--- src/rtl/csel_addsub_pkg.sv ---
// csel_addsub_pkg: shared defaults, op encoding and configuration check for the carry-select add/sub pipe
package csel_addsub_pkg;
    localparam int DEF_WIDTH = 32;
    localparam int DEF_BLOCK = 8;
    localparam logic OP_ADD = 1'b0;
    localparam logic OP_SUB = 1'b1;
    function automatic bit cfg_ok(input int width, input int block);
        return block >= 1 && block <= width && width % block == 0;
    endfunction
endpackage

--- src/rtl/csel_block.sv ---
// csel_block: BLOCK-bit carry-select slice, both carry-in cases precomputed then muxed
module csel_block
    import csel_addsub_pkg::*;
#(
    parameter int BLOCK = DEF_BLOCK
) (
    input  logic [BLOCK-1:0] x,
    input  logic [BLOCK-1:0] y,
    input  logic             ci,
    output logic [BLOCK-1:0] s,
    output logic             co,
    output logic             c_msb_in
);
    logic [BLOCK-1:0] s0, s1;
    logic co0, co1;
    assign {co0, s0} = {1'b0, x} + {1'b0, y};
    assign {co1, s1} = {1'b0, x} + {1'b0, y} + (BLOCK+1)'(1);
    assign s = ci ? s1 : s0;
    assign co = ci ? co1 : co0;
    // carry into the MSB falls out of the MSB sum bit and its operands
    assign c_msb_in = s[BLOCK-1] ^ x[BLOCK-1] ^ y[BLOCK-1];
endmodule

--- src/rtl/csel_addsub_pipe.sv ---
// csel_addsub_pipe: pipelined carry-select adder/subtractor, one BLOCK-bit slice resolved per stage
module csel_addsub_pipe
    import csel_addsub_pkg::*;
#(
    parameter int WIDTH = DEF_WIDTH,
    parameter int BLOCK = DEF_BLOCK
) (
    input  logic             clk,
    input  logic             rst_n,
    input  logic             in_valid,
    output logic             in_ready,
    input  logic [WIDTH-1:0] a,
    input  logic [WIDTH-1:0] b,
    input  logic             sub,
    input  logic             cin,
    output logic             out_valid,
    input  logic             out_ready,
    output logic [WIDTH-1:0] result,
    output logic             carry_out,
    output logic             overflow,
    output logic             zero
);
    localparam int NSTG = WIDTH / BLOCK;
    if (!cfg_ok(WIDTH, BLOCK)) begin : g_cfg_err
        $error("csel_addsub_pipe: WIDTH must be a positive multiple of BLOCK");
    end
    logic [WIDTH-1:0] a_q [NSTG], b_q [NSTG], s_q [NSTG];
    logic [WIDTH-1:0] x_a [NSTG], x_b [NSTG], x_s [NSTG], s_n [NSTG];
    logic [BLOCK-1:0] s_blk [NSTG];
    logic [NSTG-1:0] v_q, c_q, x_v, x_c, c_blk, c_msb;
    logic ov_q, z_q, stall, unused_tail;
    assign stall = v_q[NSTG-1] && !out_ready;
    assign in_ready = !stall;
    // operands shift down one slice per stage so every stage works on bits [BLOCK-1:0]
    always_comb begin
        x_a[0] = a;
        x_b[0] = b ^ {WIDTH{sub == OP_SUB}};
        x_s[0] = '0;
        x_c[0] = (sub == OP_ADD) ? cin : 1'b1;
        x_v[0] = in_valid;
        for (int k = 1; k < NSTG; k++) begin
            x_a[k] = a_q[k-1];
            x_b[k] = b_q[k-1];
            x_s[k] = s_q[k-1];
            x_c[k] = c_q[k-1];
            x_v[k] = v_q[k-1];
        end
    end
    for (genvar i = 0; i < NSTG; i++) begin : g_stg
        csel_block #(.BLOCK(BLOCK)) u_blk (
            .x        (x_a[i][BLOCK-1:0]),
            .y        (x_b[i][BLOCK-1:0]),
            .ci       (x_c[i]),
            .s        (s_blk[i]),
            .co       (c_blk[i]),
            .c_msb_in (c_msb[i])
        );
        // finished slices enter at the top and settle into place after the last stage
        assign s_n[i] = WIDTH'({s_blk[i], x_s[i]} >> BLOCK);
    end
    always_ff @(posedge clk or negedge rst_n) begin
        if (!rst_n) begin
            v_q <= '0;
            c_q <= '0;
            ov_q <= 1'b0;
            z_q <= 1'b0;
            for (int k = 0; k < NSTG; k++) begin
                a_q[k] <= '0;
                b_q[k] <= '0;
                s_q[k] <= '0;
            end
        end else if (!stall) begin
            v_q <= x_v;
            c_q <= c_blk;
            ov_q <= c_msb[NSTG-1] ^ c_blk[NSTG-1];
            z_q <= ~|s_n[NSTG-1];
            for (int k = 0; k < NSTG; k++) begin
                a_q[k] <= x_a[k] >> BLOCK;
                b_q[k] <= x_b[k] >> BLOCK;
                s_q[k] <= s_n[k];
            end
        end
    end
    assign unused_tail = ^{a_q[NSTG-1], b_q[NSTG-1], c_msb};
    assign out_valid = v_q[NSTG-1];
    assign result = s_q[NSTG-1];
    assign carry_out = c_q[NSTG-1];
    assign overflow = ov_q;
    assign zero = z_q;
endmodule

--- config.mk ---
export PLATFORM = sky130hd
export DESIGN_NAME = csel_addsub_pipe
export DESIGN_NICKNAME = d
export VERILOG_FILES = /design/src/rtl/csel_addsub_pkg.sv /design/src/rtl/csel_block.sv /design/src/rtl/csel_addsub_pipe.sv
export SDC_FILE = /design/constraint.sdc
export NUM_CORES = 1
export LEC_CHECK = 0
export ABC_AREA = 1
export ABC_CLOCK_PERIOD_IN_PS = 2400
export CORE_ASPECT_RATIO = 0.8
export CORE_MARGIN = 2
export CORE_UTILIZATION = 40
export CTS_CLUSTER_SIZE = 30
export DETAILED_ROUTE_END_ITERATION = 10
export PLACE_DENSITY_LB_ADDON = 0.05
export SLEW_MARGIN = 5
export SYNTH_ARGS = -nofsm -noshare
export SYNTH_HDL_FRONTEND = slang
export SYNTH_SLANG_ARGS = --single-unit
--- constraint.sdc ---
create_clock -name clk -period 2.4 [get_ports clk]
set_clock_uncertainty 0.15 [all_clocks]
set_input_delay 0.48 -clock clk [delete_from_list [all_inputs] [get_ports clk]]
set_output_delay 0.48 -clock clk [all_outputs]
set_load 0.01 [all_outputs]
== Word-level counts from Yosys, hierarchy flattened ==
Index checks and enable logic that the tools add are counted.

* $add $sub $neg: 8
* Multiplexer cells: 9
* Bitwise logic cells: 4
* Reductions and logical operators: 5

{| class="wikitable"
|+ Operators with widths
! cell !! number
|-
| 8-bit by 8-bit adder with 9-bit output || 4
|-
| 9-bit by 1-bit adder with 9-bit output (second input constant) || 4
|-
| 8-bit two-way mux || 4
|-
| 32-bit OR reduction || 1
|-
| 32-bit bitwise XOR || 1
|-
| 1-bit two-way mux || 5
|-
| 1-bit logical NOT || 3
|-
| 1-bit bitwise XOR || 3
|-
| 1-bit logical AND || 1
|}

* Bits in registers: 186
* Word-level logic and storage cells: 40

== Longest topological paths before layout ==
Gate-level depths: netlist of run 1.

* Depth in word-level cells: 6
* Gate-level depth with buffers: 17

== Modules after synthesis ==
Synthesis of run 1 repeated with hierarchy kept, for this count alone.

* Cells, all modules: 1,271
* Area total of the unflattened synthesis: 10,110.9 um^2

{| class="wikitable"
|+ By module, submodules not included
! module !! times used !! cells an instance !! area an instance (um^2) !! sequential area each (um^2)
|-
| csel_addsub_pipe || 1 || 795 || 7,358.3 || 4,654.5
|-
| csel_block || 4 || 119 || 688.2 || 0.0
|}

== Least setup slack after synthesis of run 1 ==
OpenSTA, ideal clock, no wires.

* Path kind: in2reg
* Start point: input port sub
* End point: register s_q (netlist bit s_n[87])
* Data arrival time: 2,615 ps
* Data required time: 2,118 ps
* Path slack: -497 ps
* Stages on the path: 15
* Path buffers: 2
* Path through: buf_4 buf_2 xor2_1 ha_1 inv_1 fa_1 xnor2_1 inv_1 nor3_1 inv_1 or2_4 nor2_4 nand4_1 nand3_1 o21ai_0

* Word-level cells in the longest chain between the ends: 4

{| class="wikitable"
|+ RTL lines
! item !! RTL line !! RTL
|-
| from (decl) || csel_addsub_pipe.sv:14 || <nowiki>input logic sub,</nowiki>
|-
| 32-bit bitwise XOR || csel_addsub_pipe.sv:37 || <nowiki>x_b[0] = b ^ {WIDTH{sub == OP_SUB}};</nowiki>
|-
| 8-bit by 8-bit adder with 9-bit output || csel_block.sv:16, csel_block.sv:17 ||
|-
| 9-bit by 1-bit adder with 9-bit output || csel_block.sv:17 || <nowiki>assign {co1, s1} = {1'b0, x} + {1'b0, y} + (BLOCK+1)'(1);</nowiki>
|-
| 8-bit two-way mux * || csel_block.sv:18 || <nowiki>assign s = ci ? s1 : s0;</nowiki>
|-
| to (signal, indexed assignment) || csel_addsub_pipe.sv:80 || <nowiki>s_q[k] <= s_n[k];</nowiki>
|-
| to (decl) || csel_addsub_pipe.sv:27 || <nowiki>logic [WIDTH-1:0] a_q [NSTG], b_q [NSTG], s_q [NSTG];</nowiki>
|}

Every way passes the cells marked *; elsewhere a longest branch is shown, timed or not.
A chain may end at the register's enable or synchronous reset.

== Final worst setup path of run 1 ==
* Start point: register b_q[32] (netlist bit)
* End point: register z_q, in the netlist zero

* Word-level cells in the longest chain between the ends: 5

{| class="wikitable"
|+ RTL lines
! item !! RTL line !! RTL
|-
| from (decl) || csel_addsub_pipe.sv:27 ||
|-
| from (signal, indexed assignment) || csel_addsub_pipe.sv:79 || <nowiki>b_q[k] <= x_b[k] >> BLOCK;</nowiki>
|-
| 8-bit by 8-bit adder with 9-bit output * || csel_block.sv:16, csel_block.sv:17 ||
|-
| 9-bit by 1-bit adder with 9-bit output || csel_block.sv:17 ||
|-
| 8-bit two-way mux * || csel_block.sv:18 ||
|-
| 32-bit OR reduction * || csel_addsub_pipe.sv:76 || <nowiki>z_q <= ~|s_n[NSTG-1];</nowiki>
|-
| 1-bit logical NOT * || csel_addsub_pipe.sv:76 ||
|-
| to (signal assigned) || csel_addsub_pipe.sv:76 ||
|-
| to (decl) || csel_addsub_pipe.sv:31 || <nowiki>logic ov_q, z_q, stall, unused_tail;</nowiki>
|}

Marks and branches as above.

==> results of run 1 <==
metrics by stage:
stage | setup TNS, ps | instances | util, % | power [uW] | setup slack [ps]
after floorplan | -1120 | 1113 | - | 10100 | -284
after global placement | -4120 | 1532 | 49.0 | 12600 | -637
after detailed placement | -4500 | 1532 | 49.0 | 12600 | -658
after CTS | -300 | 1568 | 52.4 | 16000 | -115
after global routing | -1100 | 1578 | 53.8 | 18000 | -223
final | -271 | 1578 | 53.8 | 16400 | -119
Yosys cell counts (2+ instances only):
master,number,area [um2]
a21o_1,3,22.5
a21oi_1,26,130
a31oi_1,3,18.8
and2_0,3,18.8
buf_1,4,15.0
buf_2,10,50.1
clkbuf_1,31,116
dfrtp_1,186,4650
fa_1,4,80.1
ha_1,36,450
inv_1,102,383
inv_2,2,7.51
nand2_1,380,1430
nand2_2,7,43.8
nand3_1,52,260
nand4_1,26,163
nor2_1,27,101
nor2_2,5,31.3
nor2_4,3,33.8
nor3_1,3,15.0
o211ai_1,3,22.5
o21ai_0,117,586
o21ai_2,3,26.3
o21bai_1,6,45.0
or2_2,2,12.5
or2_4,3,26.3
xnor2_1,33,289
xor2_1,24,210
power breakdown:
part / switching [uW] / internal [uW]
registers: 807 / 4530
logic: 4510 / 3470
clock network: 1230 / 1890
tightest hold or removal path, cell delays in order, from the launching register on:
cell	delay, ps
dfrtp_1	340
nand2_1	50
nand2_1	40
routing by layer:
| metal | vias to the layer above | part of all wire [%] | wire length, um |
|---|---|---|---|
| met5 | - | 0 | 0 |
| met4 | 0 | 1.1 | 218 |
| met3 | 16 | 3.0 | 609 |
| met2 | 97 | 42 | 8380 |
| met1 | 3340 | 54 | 10900 |
| li1 | 3845 | - | - |
worst max path at each step:
| stage | startpoint | endpoint | slack [ps] | depth (start not counted) |
|---|---|---|---|---|
| floorplan | sub | s_n[87]$_DFFE_PN0N_ | -280 | 15 |
| detailed placement | b[0] | s_n[87]$_DFFE_PN0N_ | -660 | 14 |
| global route | b_q[32]$_DFFE_PN0N_ | zero$_DFFE_PN0N_ | -220 | 11 |
| CTS | b_q[32]$_DFFE_PN0N_ | zero$_DFFE_PN0N_ | -120 | 11 |
| finish | b_q[32]$_DFFE_PN0N_ | zero$_DFFE_PN0N_ | -120 | 11 |
| global placement | b[0] | s_n[87]$_DFFE_PN0N_ | -640 | 14 |
cell families (layout without fill, tap and decap cells):
family          Yosys count  in the layout
xor+xnor                 57             57
buf+inv                 151            310
compound gates          165            165
flops                   186            186
fa+ha+maj                40             40
simple gates            514            514
state kept, by name (all words and copies together) (netlist names):
signal	count
overflow	1
v_q	4
s_n	48
a_q	48
b_q	48
c_q	4
result	32
zero	1
layout make-up:
type	count	area [um2]	area share (%)
clock buffer	19	443	3.64
clock inverter	13	216	1.78
inverter	105	398	3.27
multi-input combinational	776	4400	36.1
sequential	186	4650	38.2
tap	306	383	3.14
timing repair buffer	173	1680	13.8
timing repair:
item,CTS,global route
endpoints found under the setup margin,12,19
hold endpoints to repair,52,0
hold buffers,1,0
pin swaps,21,67
resized for setup,22,59
buffers inserted,3,10
==> results.md, run 1 <==
- Post-DP Area: 11100 um2
- Status: finished, violations left
- GRT met2 Usage: 24.1%
- Unrepaired setup endpoints after global routing: yes
- Multiplexer area fraction after synthesis: 0%
- Mapped Cells: 1113
- Worst hold path type: register to register
- Post-synth top flop: dfrtp_1
- Die height: 140 um
- Drt first pass iters: 5
- CTS tree: yes
- Core ar.: 22600 um2
- Routed vias: 7298
- First-pass GRT wire length: 33800 um
- Synth warnings: 0
- Failing checks: setup timing
- Async SR Flop Fraction: 100%
- Die area: 24500 um2
- Final hold vios: 0
- Cells on Worst Hold Path: 2
- # rows: 49
- Hold path start: b_q[115]$_DFFE_PN0N_
- Vias in the first global route: 6791
- Final worst slack: -119 ps
- Initial Utilization: 41.1%
- Initial antenna violation count: 0
- WP buf/inv: 1
- CTS H-tree lvls: 4
- Main combinational cell family by area after synthesis: simple AND/OR/NAND/NOR gates
- Setup Viol. Count Final: 4
- Slew @ Worst Pin: 485 ps
- Final Max Slew Viols: 0
- CTS sink cnt: 186
- CP max stage delay: 630 ps
- Hold_ws: 317 ps
- Hold Crit Endpoint: b_q[75]$_DFFE_PN0N_
- Fmax: 397 MHz
- Unique cell type count in the Yosys netlist: 37
- Worst setup path category: register to register
- Starting DRT DRC Count: 371
- DIE WIDTH: 174 um
- Slowest cell on the critical path: fa_2
- Cts bufs inserted: 17
- Normalized max-slew margin: 67.6%
- Reg-to-reg endpoint: zero$_DFFE_PN0N_
- Routed len/inst: 12.7 um
- Critical path cell sequence: ha_2, fa_2, ha_4, nand2_4, nor2_4, nand3_4, nor2_4, buf_4, xor2_2, nand3b_1, o21ai_1
- Leak: 0.00589 uW
- CP Data Required Time: 2610 ps
- Crit path DAT: 2720 ps
- R2R depth: 11
- HPWL reported at the end of detailed placement: 13900 um
- Worst skew pair latency: 430 ps
- R2r startpoint: b_q[32]$_DFFE_PN0N_
- CP delay by family, top: adder cells
- Average size of a mapped cell: 8.36 um2
- Seq/Total Area, Yosys: 50.0%
- Pwr Density: 1350 nW/um2
- Worst VDD drop: 517 uV
- Syn Nets: 1223
- Fill cells: 2135
- Final instance area: 12200 um2
- Max_cap viols: 0
- Port bufs: 106
- GR met3 Demand/Resource: 3.18%
- Most frequent cells in the layout: nand2_1, dfrtp_1, o21ai_0
- Netlist Area Pre-Place: 9300 um2
- Post-synthesis compound-gate area fraction: 9.43%
- Layout cells sized above 1: 14.6%
- Final wirelength: 20100 um
- RePlAce Congestion: 0.833
- CTS max path bufs: 2
- Total grt overflow: 0
- Critical path launch point type: register
- Post-synth EDFFs: 0
- Post-Synth XOR/XNOR Area: 5.37%
- Clock transition at path regs: 70 ps
- Drc violations: 0
- Synth Area in Simple Gates: 23.2%
- Critical Path Most Common Cell: nor2_4
- Post-route ant nets: 0
- I/O Pins: 107
- GR peak layer: met1
- Commonest non-fill, non-tap cell in the layout: nand2_1
- Reg2Reg Setup Slack: -120 ps
- Worst Path Max Fanout: 3
- Area Growth Syn to Fin: 30.9%
- Nets: 1369
- Post-Synth Adder-Cell Area: 5.70%
- Ant. Diodes: 0
- Via/cell ratio: 4.62
- All-Layer GR Usage: 17.0%
- Period utilisation layout: 105%
- Flops & latches, synth: 186
- Met1 usage: 26.4%
- Root buf cell: clkbuf_16
- Fin crit period: 2520 ps
- Setup crit end kind: register
- Largest net degree at the start of global routing: 96
(Power assumes the default switching activity.)
==> inputs of run 2 (changes only) <==
- ABC_CLOCK_PERIOD_IN_PS: 2400 -> 2750
- clock period: 2.4 -> 2.75 ns (I/O delays scaled with it)
==> run 2 against run 1 <==
Against the previous run: the flow now finishes without violations; register-to-register slack better by 310 ps; critical path depth is 3 higher; worst hold slack worse by 0.93 ps; design area is 5.5% lower; wire length is 2.2% lower; die area stayed put; global-route usage hardly changed; first-iteration DRC count is 3.8% higher.
==> results.md, run 2 (synthesis gave the netlist of run 1 again) <==
- Die area: 24500 um2 (unchanged)
- Die height: 140 um (unchanged)
- Dpl cells: 1500 (-2.1%)
- Clock transition at path regs: 70 ps (about the same)
- Worst setup path category: input pin to register
- Worst VDD drop: 497 uV (-4.0%)
- Routed vias: 7124 (-2.4%)
- Pwr Density: 1160 nW/um2 (-14%)
- Ant. Diodes: 0 (unchanged)
- Total grt overflow: 0 (unchanged)
- HPWL reported at the end of detailed placement: 13400 um (-3.9%)
- CP Data Required Time: 2900 ps (+290 ps)
- Max_cap viols: 0 (unchanged)
- Crit path DAT: 2760 ps (+40 ps)
- Fin crit period: 2610 ps
- Post-route setup TNS: 0 ps (+271 ps)
- Slew @ Worst Pin: 863 ps (+378 ps)
- Unrepaired setup endpoints after global routing: yes
- Initial Utilization: 41.1% (unchanged)
- Fmax: 382 MHz
- DIE WIDTH: 174 um (unchanged)
- Period utilisation layout: 95.1%
- Fill cells: 2166 (+1.5%)
- Layout cells sized above 1: 7.90% (-6.7 points)
- Status: complete, no violations
- # rows: 49 (unchanged)
- Drc violations: 0 (unchanged)
- Setup crit end kind: register
- Combined area of the multi-input logic cells: 4120 um2 (-6.3%)
- Worst skew pair latency: 430 ps (about the same)
- Normalized max-slew margin: 42.5% (-25 points)
- Worst Path Max Fanout: 6 (+3)
- Sequential Area: 4650 um2 (unchanged)
- Most frequent cells in the layout: nand2_1, dfrtp_1, o21ai_0
- RePlAce Congestion: 0.830 (-0.38%)
- Post-route ant nets: 0 (unchanged)
- Starting DRT DRC Count: 385 (+3.8%)
- CTS max path bufs: 2 (unchanged)
- First-pass GRT wire length: 34000 um (+0.73%)
- Area Growth Syn to Fin: 23.8%
- Fin cells: 1534 (-2.8%)
- Initial antenna violation count: 0 (unchanged)
- Routed len/inst: 12.8 um (+0.56%)
- Setup Viol. Count Final: 0 (-4)
- I/O Pins: 107 (unchanged)
- Largest net degree at the start of global routing: 220 (+130%)
- Final Max Slew Viols: 0 (unchanged)
- Critical path launch point type: input pin
- Worst hold path type: register to register
- Leak: 0.00560 uW (-4.9%)
- Core ar.: 22600 um2 (unchanged)
- Port bufs: 106 (unchanged)
- Final hold vios: 0 (unchanged)
- Drt first pass iters: 4 (-1)
- CTS sink cnt: 186 (unchanged)
- Nets: 1326 (-3.1%)
- Root buf cell: clkbuf_16
- Via/cell ratio: 4.64 (+0.42%)
- Commonest non-fill, non-tap cell in the layout: nand2_1
- All-Layer GR Usage: 17.0% (about the same)
- CTS H-tree lvls: 4 (unchanged)
- Vias in the first global route: 6917 (+1.9%)
- CTS tree: yes
- Final wirelength: 19600 um (-2.2%)
- Cts bufs inserted: 17 (unchanged)
-- run 2: changes by cell type in the layout (fill, tap and decap cells not counted), sizes merged --
cell | previous run | this run
buf | 68 | 23
bufinv | 5 | 4
clkbuf | 20 | 23
clkdlybuf4s50 | 98 | 102
clkinv | 6 | 3
clkinvlp | 1 | 2
dlygate4sd2 | 2 | 0
dlymetal6s2s | 3 | 2
-- run 2: worst paths after layout --
check	cells after the start	startpoint	slack [ps]	end
setup / recovery	14	sub	140	s_n[87]$_DFFE_PN0N_
hold / removal	2	a_q[73]$_DFFE_PN0N_	320	a_q[33]$_DFFE_PN0N_
setup reg to reg	11	a_q[32]$_DFFE_PN0N_	190	zero$_DFFE_PN0N_
hold reg to reg	2	a_q[73]$_DFFE_PN0N_	320	a_q[33]$_DFFE_PN0N_
max in group asynchronous	3	rst_n	1290	s_n[5]$_DFFE_PN0N_
min in group asynchronous	2	rst_n	500	result[10]$_DFFE_PN0N_
-- run 2: worst max-delay path, cell delays in order --
cell and delay (ps):
clkbuf_4 200, xor2_2 190, ha_2 210, inv_2 40
fa_2 410, xnor2_2 190, inv_2 60, nor3_2 170
inv_1 70, or2_4 270, nor2_4 130, nand4_1 90
nand3_1 100, o21ai_1 60
-- run 2: metal layers --
metal,routed length [um],global-route usage [%],share of wire [%]
met2,8060,25.4,41
met4,178,3.77,0.91
met3,634,3.66,3.2
met1,10700,25.3,55
met5,0,0,0
-- run 2: per-stage QoR --
step / utilization (%) / area (um2) / hold slack, ps / power (uW) / setup slack [ps]
2_1_floorplan: - / 9330 / 104 / 8810 / -44.1
3_3_place_gp: 47.8 / 10800 / 301 / 10600 / -344
3_5_place_dp: 47.8 / 10800 / 301 / 10700 / -382
4_1_cts: 50.6 / 11500 / 319 / 13500 / 71.4
5_1_grt: 50.9 / 11500 / 328 / 14700 / -10.5
6_report: 50.9 / 11500 / 316 / 13300 / 135
-- run 2: report_power, final --
part | total, uW | internal (uW) | leakage [uW] | switching [uW]
clock network | 2660 | 1620 | 0.000312 | 1040
registers | 4640 | 3960 | 0.00225 | 681
logic | 6040 | 2440 | 0.00303 | 3600
-- run 2: what timing repair did --
action | CTS | global route
setup endpoints to repair | 0 | 7
hold buffers | 1 | 0
buffers inserted | 0 | 2
endpoints found under the hold margin | 55 | 0
gates resized for setup | 0 | 13
-- run 2: cell type report --
cell class                 count  share of cell area, %
tap                          306                   3.33
inverter                     105                   3.46
sequential                   186                   40.4
multi-input combinational    776                   35.8
clock buffer                  21                   4.17
timing repair buffer         130                   11.4
clock inverter                10                   1.41
